==> config.mk <==
export PLATFORM = sky130hd
export DESIGN_NAME = oh_clkdiv_align_flat
export DESIGN_NICKNAME = d
export VERILOG_FILES = /design/src/rtl/oh_clkdiv_align_if.sv /design/src/rtl/oh_clkdiv_align.sv /design/src/flat_wrapper.sv
export SDC_FILE = /design/constraint.sdc
export NUM_CORES = 1
export LEC_CHECK = 0
export BUFFER_PORTS_ARGS = -buffer_cell sky130_fd_sc_hd__buf_2
export CORE_UTILIZATION = 55
export CTS_BUF_LIST = sky130_fd_sc_hd__clkbuf_4 sky130_fd_sc_hd__clkbuf_8 sky130_fd_sc_hd__clkbuf_16
export CTS_CLUSTER_DIAMETER = 150
export DETAILED_ROUTE_END_ITERATION = 8
export PLACE_DENSITY_LB_ADDON = 0.08
export SLEW_MARGIN = 20
export SYNTH_ARGS = -nofsm -noshare
export SYNTH_HDL_FRONTEND = slang
export SYNTH_SLANG_ARGS = --single-unit
==> constraint.sdc <==
create_clock -name clk -period 3.2 [get_ports clk]
set_input_delay 0 -clock clk [delete_from_list [all_inputs] [get_ports clk]]
set_output_delay 0 -clock clk [all_outputs]
set_load 0.02 [all_outputs]
==> src/rtl/oh_clkdiv_align_if.sv <==
// -----------------------------------------------------------------------------
// oh_clkdiv_align_if
// Bundles the control inputs and the generated clock/strobe outputs of the
// fast-to-slow clock divider. The interface is parameterised by DW, which is
// the width of the ratio configuration and of the phase counter.
//
// Signals:
//   en        run request, level-sensitive
//   divcfg    divide ratio N; 0 and 1 are treated as 2
//   slowclk   divided clock, registered
//   firstedge one fast-cycle pulse in the first cycle of each slow period
//   lastedge  one fast-cycle pulse in the last cycle of each slow period
//   phase     position within the slow period, 0..N-1
//   active    high while slow periods are being generated
//
// Modports:
//   master  the controller: drives en/divcfg, observes the outputs
//   slave   the divider: consumes en/divcfg, drives the outputs
// -----------------------------------------------------------------------------
interface oh_clkdiv_align_if #(
    parameter int DW = 8
);
    logic          en;
    logic [DW-1:0] divcfg;
    logic          slowclk;
    logic          firstedge;
    logic          lastedge;
    logic [DW-1:0] phase;
    logic          active;

    modport master (
        output en,
        output divcfg,
        input  slowclk,
        input  firstedge,
        input  lastedge,
        input  phase,
        input  active
    );

    modport slave (
        input  en,
        input  divcfg,
        output slowclk,
        output firstedge,
        output lastedge,
        output phase,
        output active
    );
endinterface

==> src/rtl/oh_clkdiv_align.sv <==
// -----------------------------------------------------------------------------
// oh_clkdiv_align
// Programmable fast-to-slow clock divider. Generates a slow clock that is
// phase-aligned to the fast clock, together with single-cycle strobes that
// mark the first and last fast cycle of every slow period.
//
// The divide ratio is captured into nreg_r only when a period starts
// (IDLE->RUN or at a period boundary), so a ratio change never disturbs the
// period that is currently running. Dropping en lets the running period
// finish in full before returning to IDLE.
//
// Ports:
//   clk     fast clock, all logic on posedge
//   nreset  asynchronous active-low reset
//   io      oh_clkdiv_align_if.slave
//             in : en, divcfg
//             out: slowclk, firstedge, lastedge, phase, active (all flops)
// -----------------------------------------------------------------------------
module oh_clkdiv_align #(
    parameter int DW = 8
) (
    input  logic               clk,
    input  logic               nreset,
    oh_clkdiv_align_if.slave   io
);

    typedef enum logic [0:0] {
        ST_IDLE = 1'b0,
        ST_RUN  = 1'b1
    } state_t;

    localparam logic [DW-1:0] ZERO_DW = DW'(0);
    localparam logic [DW-1:0] ONE_DW  = DW'(1);
    localparam logic [DW-1:0] TWO_DW  = DW'(2);

    // Ratios below 2 cannot form a period with both a high and a low phase.
    function automatic logic [DW-1:0] clamp_ratio(input logic [DW-1:0] cfg);
        logic [DW-1:0] r;
        if (cfg < TWO_DW) begin
            r = TWO_DW;
        end else begin
            r = cfg;
        end
        return r;
    endfunction

    // High time ceil(N/2), computed one bit wider so N = 2^DW-1 cannot wrap.
    function automatic logic [DW:0] high_time(input logic [DW-1:0] n);
        logic [DW:0] sum;
        sum = {1'b0, n} + {{DW{1'b0}}, 1'b1};
        return sum >> 1;
    endfunction

    state_t        state_r;
    state_t        state_nx_s;
    logic [DW-1:0] nreg_r;
    logic [DW-1:0] nreg_nx_s;
    logic [DW-1:0] phase_r;
    logic [DW-1:0] phase_nx_s;
    logic          slowclk_r;
    logic          slowclk_nx_s;
    logic          firstedge_r;
    logic          firstedge_nx_s;
    logic          lastedge_r;
    logic          lastedge_nx_s;
    logic          active_r;
    logic          active_nx_s;

    logic [DW-1:0] last_phase_s;
    logic          wrap_s;
    logic [DW:0]   high_s;
    logic [DW-1:0] phase_inc_s;

    // Period boundary detection and running-period high time.
    always_comb begin
        last_phase_s = nreg_r - ONE_DW;
        wrap_s       = (state_r == ST_RUN) && (phase_r == last_phase_s);
        high_s       = high_time(nreg_r);
        phase_inc_s  = phase_r + ONE_DW;
    end

    // Next-state and next-output logic for the IDLE/RUN controller.
    always_comb begin
        state_nx_s     = state_r;
        nreg_nx_s      = nreg_r;
        phase_nx_s     = ZERO_DW;
        slowclk_nx_s   = 1'b0;
        firstedge_nx_s = 1'b0;
        lastedge_nx_s  = 1'b0;
        active_nx_s    = 1'b0;

        case (state_r)
            ST_IDLE: begin
                if (io.en) begin
                    // Start the first period: phase 0 is always in the high half.
                    state_nx_s     = ST_RUN;
                    nreg_nx_s      = clamp_ratio(io.divcfg);
                    phase_nx_s     = ZERO_DW;
                    slowclk_nx_s   = 1'b1;
                    firstedge_nx_s = 1'b1;
                    lastedge_nx_s  = 1'b0;
                    active_nx_s    = 1'b1;
                end else begin
                    state_nx_s     = ST_IDLE;
                    nreg_nx_s      = nreg_r;
                    phase_nx_s     = ZERO_DW;
                    slowclk_nx_s   = 1'b0;
                    firstedge_nx_s = 1'b0;
                    lastedge_nx_s  = 1'b0;
                    active_nx_s    = 1'b0;
                end
            end

            ST_RUN: begin
                if (wrap_s) begin
                    if (io.en) begin
                        // Back-to-back period; ratio re-sampled here only.
                        state_nx_s     = ST_RUN;
                        nreg_nx_s      = clamp_ratio(io.divcfg);
                        phase_nx_s     = ZERO_DW;
                        slowclk_nx_s   = 1'b1;
                        firstedge_nx_s = 1'b1;
                        lastedge_nx_s  = 1'b0;
                        active_nx_s    = 1'b1;
                    end else begin
                        state_nx_s     = ST_IDLE;
                        nreg_nx_s      = nreg_r;
                        phase_nx_s     = ZERO_DW;
                        slowclk_nx_s   = 1'b0;
                        firstedge_nx_s = 1'b0;
                        lastedge_nx_s  = 1'b0;
                        active_nx_s    = 1'b0;
                    end
                end else begin
                    // Mid-period: advance phase, en is ignored until the wrap.
                    state_nx_s     = ST_RUN;
                    nreg_nx_s      = nreg_r;
                    phase_nx_s     = phase_inc_s;
                    slowclk_nx_s   = ({1'b0, phase_inc_s} < high_s);
                    firstedge_nx_s = 1'b0;
                    lastedge_nx_s  = (phase_inc_s == last_phase_s);
                    active_nx_s    = 1'b1;
                end
            end

            default: begin
                state_nx_s     = ST_IDLE;
                nreg_nx_s      = TWO_DW;
                phase_nx_s     = ZERO_DW;
                slowclk_nx_s   = 1'b0;
                firstedge_nx_s = 1'b0;
                lastedge_nx_s  = 1'b0;
                active_nx_s    = 1'b0;
            end
        endcase
    end

    // State, ratio and output registers.
    always_ff @(posedge clk or negedge nreset) begin
        if (!nreset) begin
            state_r     <= ST_IDLE;
            nreg_r      <= TWO_DW;
            phase_r     <= ZERO_DW;
            slowclk_r   <= 1'b0;
            firstedge_r <= 1'b0;
            lastedge_r  <= 1'b0;
            active_r    <= 1'b0;
        end else begin
            state_r     <= state_nx_s;
            nreg_r      <= nreg_nx_s;
            phase_r     <= phase_nx_s;
            slowclk_r   <= slowclk_nx_s;
            firstedge_r <= firstedge_nx_s;
            lastedge_r  <= lastedge_nx_s;
            active_r    <= active_nx_s;
        end
    end

    assign io.slowclk   = slowclk_r;
    assign io.firstedge = firstedge_r;
    assign io.lastedge  = lastedge_r;
    assign io.phase     = phase_r;
    assign io.active    = active_r;

endmodule

==> src/flat_wrapper.sv <==
// flat-port wrapper written by rule: the top's interface ports become plain ports
module oh_clkdiv_align_flat 
#(
    parameter int DW = 8
)
  (clk, nreset, io_en, io_divcfg, io_slowclk, io_firstedge, io_lastedge, io_phase, io_active);
  oh_clkdiv_align_if #(.DW(DW)) io_i ();
  input  logic clk;
  input  logic nreset;
  input wire logic [$bits(io_i.en)-1:0] io_en;
  input wire logic [$bits(io_i.divcfg)-1:0] io_divcfg;
  output wire logic [$bits(io_i.slowclk)-1:0] io_slowclk;
  output wire logic [$bits(io_i.firstedge)-1:0] io_firstedge;
  output wire logic [$bits(io_i.lastedge)-1:0] io_lastedge;
  output wire logic [$bits(io_i.phase)-1:0] io_phase;
  output wire logic [$bits(io_i.active)-1:0] io_active;
  assign io_i.en = io_en;
  assign io_i.divcfg = io_divcfg;
  assign io_slowclk = io_i.slowclk;
  assign io_firstedge = io_i.firstedge;
  assign io_lastedge = io_i.lastedge;
  assign io_phase = io_i.phase;
  assign io_active = io_i.active;
  oh_clkdiv_align #(.DW(DW)) u_core (.clk(clk), .nreset(nreset), .io(io_i));
endmodule
== Yosys cells after proc, flatten, opt, wreduce, memory -nomap -nowiden ==
Cells that the tools add are included.
Operators by class
  add/subtract/negate cells: 3
  $mul: 0
  div/mod/pow operators: 0
  $lt $le $gt $ge: 2
  equal/unequal tests: 3
  shift operators: 0
  multiplexer cells: 15
  bitwise gates (word level): 1
  reductions and logical operators: 1
Operators by type and width (number)
  2-to-1 mux 8 bit: 4
  one-hot mux 8 bit (2 select lines): 2
  equality test 8 bit: 2
  adder 8 x 1 -> 9 bit, second input constant: 1
  adder 8 x 1 -> 8 bit, second input constant: 1
  < comparator 8 x 2 -> 1 bit, second input constant: 1
  < comparator 8 bit: 1
  one-hot mux 1 bit (2 select lines): 4
  subtractor 8 x 1 -> 8 bit, second input constant: 1
  2-to-1 mux 1 bit: 5
  inequality test 2 bit, second input constant: 1
  logical AND 1 bit: 1
  inverter 1 bit: 1
Storage, ports and cells
  bits in registers: 20
  bits in latches: 0
  RAM bits: 0
  bits in read-only memories: 0
  input bits: 11
  output and inout bits: 12
  word-level logic and storage cells: 31
  memories: 0

== Logic depth before layout (Yosys ltp) ==
Gate-level depths: netlist (run 1).
  depth in word-level cells: 5
  depth in mapped cells: 11
  gate-level depth less buffers: 10

== Least setup slack after synthesis (run 1) ==
OpenSTA, ideal clock, no wires.
  path kind: reg2reg
  start: reg u_core.nreg_r[2]
  end: reg u_core.nreg_r[2]
  library setup time: 125 ps
  arrival time: 2256 ps
  setup slack: 819 ps
  stages on the path, launching flop included: 8
  path buffers: 1
  clock period less this slack: 2381 ps
  path through: dfrtp_1 -> buf_2 -> or3_1 -> nor3_2 -> xnor3_1 -> o41ai_4 -> nand2_4 -> mux2_4
On the way
  word-level cells in the longest chain between the ends: 4
  elaborated cells between the ends (all ways): 7
  classes of those cells: add/sub: 1; eq/ne: 2; mux: 3; reduce/logical: 1
Ends and longest elaborated chain
  start: declaration: line oh_clkdiv_align.sv:56  | logic [DW-1:0] nreg_r;
  start signal: assignment: line oh_clkdiv_align.sv:170  | nreg_r <= nreg_nx_s;
  subtractor 8 x 1 -> 8 bit: line oh_clkdiv_align.sv:76  | last_phase_s = nreg_r - ONE_DW;
  equality test 8 bit: line oh_clkdiv_align.sv:77  | wrap_s = (state_r == ST_RUN) && (phase_r == last_phase_s);
  logical AND 1 bit: line oh_clkdiv_align.sv:77
  inequality test 2 bit (no line)
Parallel ways exist; a longest one is shown, timed or not. The select of a mux whose other input is x is not followed.
A chain may end at the register's enable or synchronous reset.

== Final worst setup path (run 1) ==
  start: reg u_core.nreg_r[1]
  end: reg u_core.slowclk_r (netlist: u_core.io.slowclk)
On the way
  word-level cells in the longest chain between the ends: 5
  elaborated cells between the ends (all ways): 7
  classes of those cells: add/sub: 2; order compare: 1; eq/ne: 1; mux: 2; reduce/logical: 1
Ends and longest elaborated chain
  branches (longest 3 deep; another with adder 8 x 1 -> 9 bit)
  2-to-1 mux 1 bit *: line oh_clkdiv_align.sv:115  | if (wrap_s) begin
  one-hot mux 1 bit (2 select lines) *: line oh_clkdiv_align.sv:92  | case (state_r)
  named net u_core.slowclk_nx_s: line oh_clkdiv_align.sv:61  | logic slowclk_nx_s;
  end signal: assignment: line oh_clkdiv_align.sv:172  | slowclk_r <= slowclk_nx_s;
  end: declaration: line oh_clkdiv_align.sv:60  | logic slowclk_r;
Mark *: on every way through the listed nets, which the timed path passes.

==> results.txt, run 1 <==
----------------------------------------------------
[Outcome]
  Result of the run ... complete, no violations

[Place]
  IO Port Bufs ... 22
  Post-DP Area ... 0.00162 mm2
  Last weighted congestion value of the routability-driven placer ... 0.861
  Final HPWL from detailed placement ... 2.33 mm

[Floorplan]
  I/O pins ... 23
  Area of the core ... 0.00252 mm2
  DIE HEIGHT ... 54.1 um
  Width of the chip ... 54.1 um
  Die Footprint ... 0.00292 mm2
  Initial Utilization ... 59.1%
  Floorplan row count ... 18

[Clock tree]
  Number of levels the H-tree was split into ... 1
  CTS-repair resized insts ... 0
  Num CTS Buffers ... 3
  Register clock-pin slew on the reported worst setup and hold paths ... 0.12 ns
  Clock latency reported for the late side of the worst-skew pair ... 0.30 ns
  Max clock buf depth ... 2
  Number of clock sinks ... 20
  Clock root cell ... sky130_fd_sc_hd__clkbuf_4
  Clock tree from TritonCTS ... done

[Synth]
  Syn nets ... 170
  Most instantiated cells after synthesis ... sky130_fd_sc_hd__xnor2_1, sky130_fd_sc_hd__dfrtp_1, sky130_fd_sc_hd__nor2_1, sky130_fd_sc_hd__inv_1
  Syn Area/Cell ... 10.0 um2
  Number of instances in the synthesized netlist ... 149
  Ranking of synthesized cells by area ... sky130_fd_sc_hd__dfrtp_1, sky130_fd_sc_hd__xnor2_1, sky130_fd_sc_hd__ha_1
  Yosys Warn Count ... 0
  Sequential cell area fraction in the yosys report ... 33.7%
  Seq cells post-synth ... 20
  Async set-reset flop share out of synthesis ... 100%
  Biggest area consumer among synthesized cells ... sky130_fd_sc_hd__dfrtp_1
  Synth top area share ... 31.9%
  Dominant cell by count in the synthesized netlist ... sky130_fd_sc_hd__xnor2_1
  Syn Std Cell Area ... 0.00149 mm2
  Number of enable flip-flop cells after synthesis ... 0
  Count of unique library cells instantiated by Yosys ... 35
  Most used flip-flop cell after synthesis ... sky130_fd_sc_hd__dfrtp_1

[Run]
  Max-capacitance violation count ... 0

[Routing]
  Starting DRT DRC Count ... 22
  Number of remaining DRC errors ... 0
  Via Count ... 1166
  Detailed-routing iteration count for the pre-antenna-repair pass ... 4
  Antenna violation net count after detailed routing ... 0
  Avg Vias per Cell ... 5.53
  Routed wire length ... 3.23 mm
  Post-DR wirelength/cell ... 15.3 um

[Timing]
  Setup Total Neg Slack ... 0 ns
  Pins over their slew limit ... 0
  Post-route clock skew ... 0.00242 ns
  Post-layout min period ... 2.74 ns
  Setup repair after global routing missed its margin ... false
  Slew at the pin with the worst max-slew slack ... 0.562 ns
  Final Hold Fails ... 0
  Final setup viols ... 0
  Tcrit/Tclk final ... 85.5%
  Achievable clock frequency ... 365 MHz
  Worst-case headroom to the max-slew limit ... 61.6%

[Cells and area]
  Share of layout cells above drive strength 1 ... 21.0%
  Design area ... 0.00178 mm2
  Nets ... 203
  Diodes inserted ... 0
  Fraction of the core area covered by cells at the end of the flow ... 70.4%
  Syn-to-layout area delta ... 19.1%

[Global route]
  First-pass GRT wire length ... 5.20 mm
  Overall routing resource usage ... 25.7%
  Antenna violations before repair ... 0
  Number of global-route vias before repair ... 1117
  Overflow after GRT ... 0
  Pin count of the biggest net entering global routing ... 21

[Critical path]
  Largest fanout on the critical path ... 6
  Critical path class ... register to register
  Worst EP required ... 3.42 ns
  Worst Path Arrival ... 2.96 ns
  Crit end category ... register
  Critical Path Source Type ... register

[Power]
  Highest ir drop seen on vdd ... 0.849 mV
  Cell Pwr Density ... 1110 mW/mm2
  Leakage power ... 0.000908 uW

[Hold path]
  Path class of the lowest-slack min-delay path ... input pin to async pin

----------------------------------------------------
-- placed cells by master, fill, tap and decap left out, types with 8 or more instances in the layout --
cell type and n:
sky130_fd_sc_hd__buf_2 22, sky130_fd_sc_hd__xnor2_1 20, sky130_fd_sc_hd__dfrtp_1 19, sky130_fd_sc_hd__nor2_1 15, sky130_fd_sc_hd__inv_1 12, sky130_fd_sc_hd__xor2_1 10, sky130_fd_sc_hd__ha_1 10, sky130_fd_sc_hd__dlygate4sd3_1 10
sky130_fd_sc_hd__nand3_1 8
-- metal layers --
| metal | track usage (%) | wire length (um) | up-vias |
|---|---|---|---|
| met5 | 0 | 0 | - |
| met4 | 8.12 | 53 | 0 |
| met3 | 3.95 | 173 | 7 |
| met2 | 43.0 | 1560 | 37 |
| met1 | 33.7 | 1440 | 551 |
| li1 | - | - | 571 |
-- power by group --
group          switching (uW)  internal (uW)  total (uW)
registers                 197            364         560
clock network            81.2            127         208
logic                     614            587        1200
total                     892           1080        1970
-- timing repair --
item,4_1_cts,5_1_grt
hold buffers,10,0
endpoints found under the setup margin,0,0
endpoints found under the hold margin,29,0
setup buffers,0,0
-- state kept, by name, summed over array words and instances (netlist names) --
signal	cells
u_core.io.firstedge	1
u_core.io.lastedge	1
u_core.io.phase	8
u_core.io.slowclk	1
u_core.nreg_r	8
u_core.state_r	1
-- kinds of logic after synthesis --
family                   share of synthesized area (%)
AO/OA/AOI/OAI                                     7.14
flip-flops                                        33.7
multiplexers                                      7.39
buffers and inverters                             4.53
AND/OR/NAND/NOR                                   16.7
adder cells (fa/ha/maj)                           8.40
XOR/XNOR                                          22.2
-- worst max-delay path, cell delays in order (launching register included) --
cell                        delay [ns]
sky130_fd_sc_hd__dfstp_2          0.61
sky130_fd_sc_hd__ha_1             0.21
sky130_fd_sc_hd__nand3_1          0.15
sky130_fd_sc_hd__nor2_1           0.25
sky130_fd_sc_hd__xnor2_1          0.10
sky130_fd_sc_hd__ha_1             0.32
sky130_fd_sc_hd__o211ai_1         0.08
sky130_fd_sc_hd__a21oi_1          0.07
sky130_fd_sc_hd__a2111oi_0        0.56
sky130_fd_sc_hd__nor2_1           0.11
sky130_fd_sc_hd__o31ai_1          0.21
-- layout make-up --
type	count	area (um2)
multi-input cells	112	921
fillers	202	747
flip-flops and latches	20	502
repair buffers	33	218
clock inverters	1	30.0
inverters	12	45.0
clock buffers	3	22.5
well taps	30	37.5
-- final timing paths --
check	slack, ns	cells past startpoint	endpoint	start
worst max-delay path	0.46	10	u_core.io.slowclk	u_core.nreg_r[1]
worst min-delay path	0.16	2	u_core.io.firstedge	nreset
worst max register to register	0.46	10	u_core.io.slowclk	u_core.nreg_r[1]
worst min register to register	0.57	1	u_core.nreg_r[7]	u_core.nreg_r[7]
max in group asynchronous	2.69	2	u_core.nreg_r[1]	nreset
min in group clk	0.46	3	u_core.nreg_r[4]	io_divcfg[4]
-- stage by stage --
stage                     power (uW)  instances  hold slack, ns  setup WS, ns
after global placement          1700        197         -0.0373         0.700
after floorplan                 1480        149          -0.296         0.819
after global routing            2150        211           0.201         0.248
final                           1970        211           0.164         0.463
after CTS                       1970        211           0.172         0.536
after detailed placement        1740        197         -0.0269         0.542
(Power assumes the default switching activity.)
==> inputs of run 2 (changes only) <==
--- a/config.mk
+++ b/config.mk
@@ -11,6 +11,7 @@
 export CTS_CLUSTER_DIAMETER = 150
 export DETAILED_ROUTE_END_ITERATION = 8
 export PLACE_DENSITY_LB_ADDON = 0.08
+export RECOVER_POWER = 100
 export SLEW_MARGIN = 20
 export SYNTH_ARGS = -nofsm -noshare
 export SYNTH_HDL_FRONTEND = slang
==> results.txt, run 2 (synthesis gave the netlist of run 1 again) <==
----------------------------------------------------
[Hold path]
  Path class of the lowest-slack min-delay path ... input pin to async pin

[Clock tree]
  Post-CTS setup repair buffer count ... 0
  Register clock-pin slew on the reported worst setup and hold paths ... 0.12 ns
  Clock tree from TritonCTS ... done
  Clock root cell ... sky130_fd_sc_hd__clkbuf_4
  Max clock buf depth ... 2
  Clock latency reported for the late side of the worst-skew pair ... 0.30 ns
  Num CTS Buffers ... 3
  Number of clock sinks ... 20
  Number of levels the H-tree was split into ... 1

[Critical path]
  Worst setup path startpoint ... u_core.nreg_r[1]
  Worst EP required ... 3.40 ns
  Crit end category ... register
  Launch point of the worst reg-to-reg path ... u_core.nreg_r[1]
  Critical Path Source Type ... register
  Worst Path Arrival ... 3.06 ns
  Largest fanout on the critical path ... 10
  Critical path class ... register to register

[Timing]
  Achievable clock frequency ... 349 MHz
  Tightest hold margin ... 0.415 ns
  Setup Total Neg Slack ... 0 ns
  Final setup viols ... 0
  Post-layout min period ... 2.87 ns
  Final Hold Fails ... 0
  Setup repair after global routing missed its margin ... false
  Slew at the pin with the worst max-slew slack ... 1.13 ns
  Tcrit/Tclk final ... 89.6%
  Pins over their slew limit ... 0
  Post-route clock skew ... 0.00282 ns
  Worst-case headroom to the max-slew limit ... 24.6%

[Global route]
  First-pass GRT wire length ... 5.20 mm
  Overflow after GRT ... 0
  Pin count of the biggest net entering global routing ... 21
  Antenna violations before repair ... 0
  Number of global-route vias before repair ... 1117
  Overall routing resource usage ... 25.7%

[Cells and area]
  Commonest non-fill, non-tap cell in the layout ... sky130_fd_sc_hd__xnor2_1
  Nets ... 203
  Share of layout cells above drive strength 1 ... 9.39%
  FILL cells ... 223
  Diodes inserted ... 0
  Syn-to-layout area delta ... 15.3%
  Leading cell types in the layout, fill and taps excluded ... sky130_fd_sc_hd__xnor2_1, sky130_fd_sc_hd__dfrtp_1, sky130_fd_sc_hd__nor2_1
  Post-route non-filler standard cell count ... 211
  Fraction of the core area covered by cells at the end of the flow ... 68.1%

[Floorplan]
  Initial Utilization ... 59.1%
  Width of the chip ... 54.1 um
  I/O pins ... 23
  Area of the core ... 0.00252 mm2
  Die Footprint ... 0.00292 mm2
  DIE HEIGHT ... 54.1 um
  Floorplan row count ... 18

[Power]
  Leakage power ... 0.000820 uW
  Highest ir drop seen on vdd ... 0.834 mV
  Power, Total ... 1890 uW
  Cell Pwr Density ... 1100 mW/mm2

[Place]
  Number of placed instances with taps included ... 197
  Last weighted congestion value of the routability-driven placer ... 0.861
  IO Port Bufs ... 22
  Final HPWL from detailed placement ... 2.33 mm

[Routing]
  Number of remaining DRC errors ... 0
  Post-DR wirelength/cell ... 15.4 um
  Avg Vias per Cell ... 5.53
  Via Count ... 1167
  Routed wire length ... 3.25 mm
  Detailed-routing iteration count for the pre-antenna-repair pass ... 4
  Antenna violation net count after detailed routing ... 0
  Starting DRT DRC Count ... 24

[Run]
  Max-capacitance violation count ... 0

[Outcome]
  Result of the run ... complete, no violations

----------------------------------------------------
[run 2: cell types whose count changed in the layout (fill, tap and decap cells not counted), moves of 6 or more]
cell,previous run,this run
sky130_fd_sc_hd__mux2_4,6,0
sky130_fd_sc_hd__mux2_1,0,6
sky130_fd_sc_hd__clkbuf_1,0,13
sky130_fd_sc_hd__buf_2,22,9
[run 2: area by class of cell]
cell class / instances / area, um2 / share of cell area [%]
Multi-Input combinational cell: 112 / 880 / 51.2
Sequential cell: 20 / 502 / 29.2
Timing Repair Buffer: 33 / 201 / 11.7
Inverter: 12 / 45.0 / 2.62
Tap cell: 30 / 37.5 / 2.18
Clock inverter: 1 / 30.0 / 1.75
Clock buffer: 3 / 22.5 / 1.31
[run 2: worst paths after layout]
check,cells after the start,slack [ns],end
max,8,0.33,u_core.nreg_r[5]
min,2,0.41,u_core.nreg_r[7]
max reg2reg,8,0.33,u_core.nreg_r[5]
min reg2reg,1,0.56,u_core.nreg_r[7]
max in group asynchronous,2,2.11,u_core.io.phase[0]
min in group clk,3,0.45,u_core.nreg_r[4]
[run 2: repair_timing]
action,in CTS,in global routing
resized for setup,0,0
hold buffers,10,0
hold endpoints to repair,29,0
[run 2: routing by layer]
metal | global-route usage, % | up-vias | wire (um)
met1 | 33.7 | 559 | 1490
met4 | 8.12 | 0 | 57
li1 | - | 572 | -
met3 | 3.95 | 7 | 121
met5 | 0 | - | 0
met2 | 43.0 | 29 | 1570
[run 2: critical path, cell delays in order (launching register included)]
cell	delay, ns
sky130_fd_sc_hd__dfstp_1	0.65
sky130_fd_sc_hd__inv_1	0.11
sky130_fd_sc_hd__ha_1	0.22
sky130_fd_sc_hd__nor2b_1	0.19
sky130_fd_sc_hd__o21ai_0	0.26
sky130_fd_sc_hd__o31ai_1	0.10
sky130_fd_sc_hd__o41ai_1	0.64
sky130_fd_sc_hd__nand2_4	0.21
sky130_fd_sc_hd__mux2_1	0.37
[run 2: metrics by stage]
step                cell area, um2  setup WS, ns
CTS                           1780         0.536
finish                        1720         0.333
global route                  1720         0.172
detailed placement            1620         0.542
global placement              1620         0.700
floorplan                     1490         0.819
[run 2: report_power, final]
group,switching (uW),internal (uW),total [uW]
combinational,594,533,1130
clock,81.6,127,208
sequential,194,362,556
total,870,1020,1890
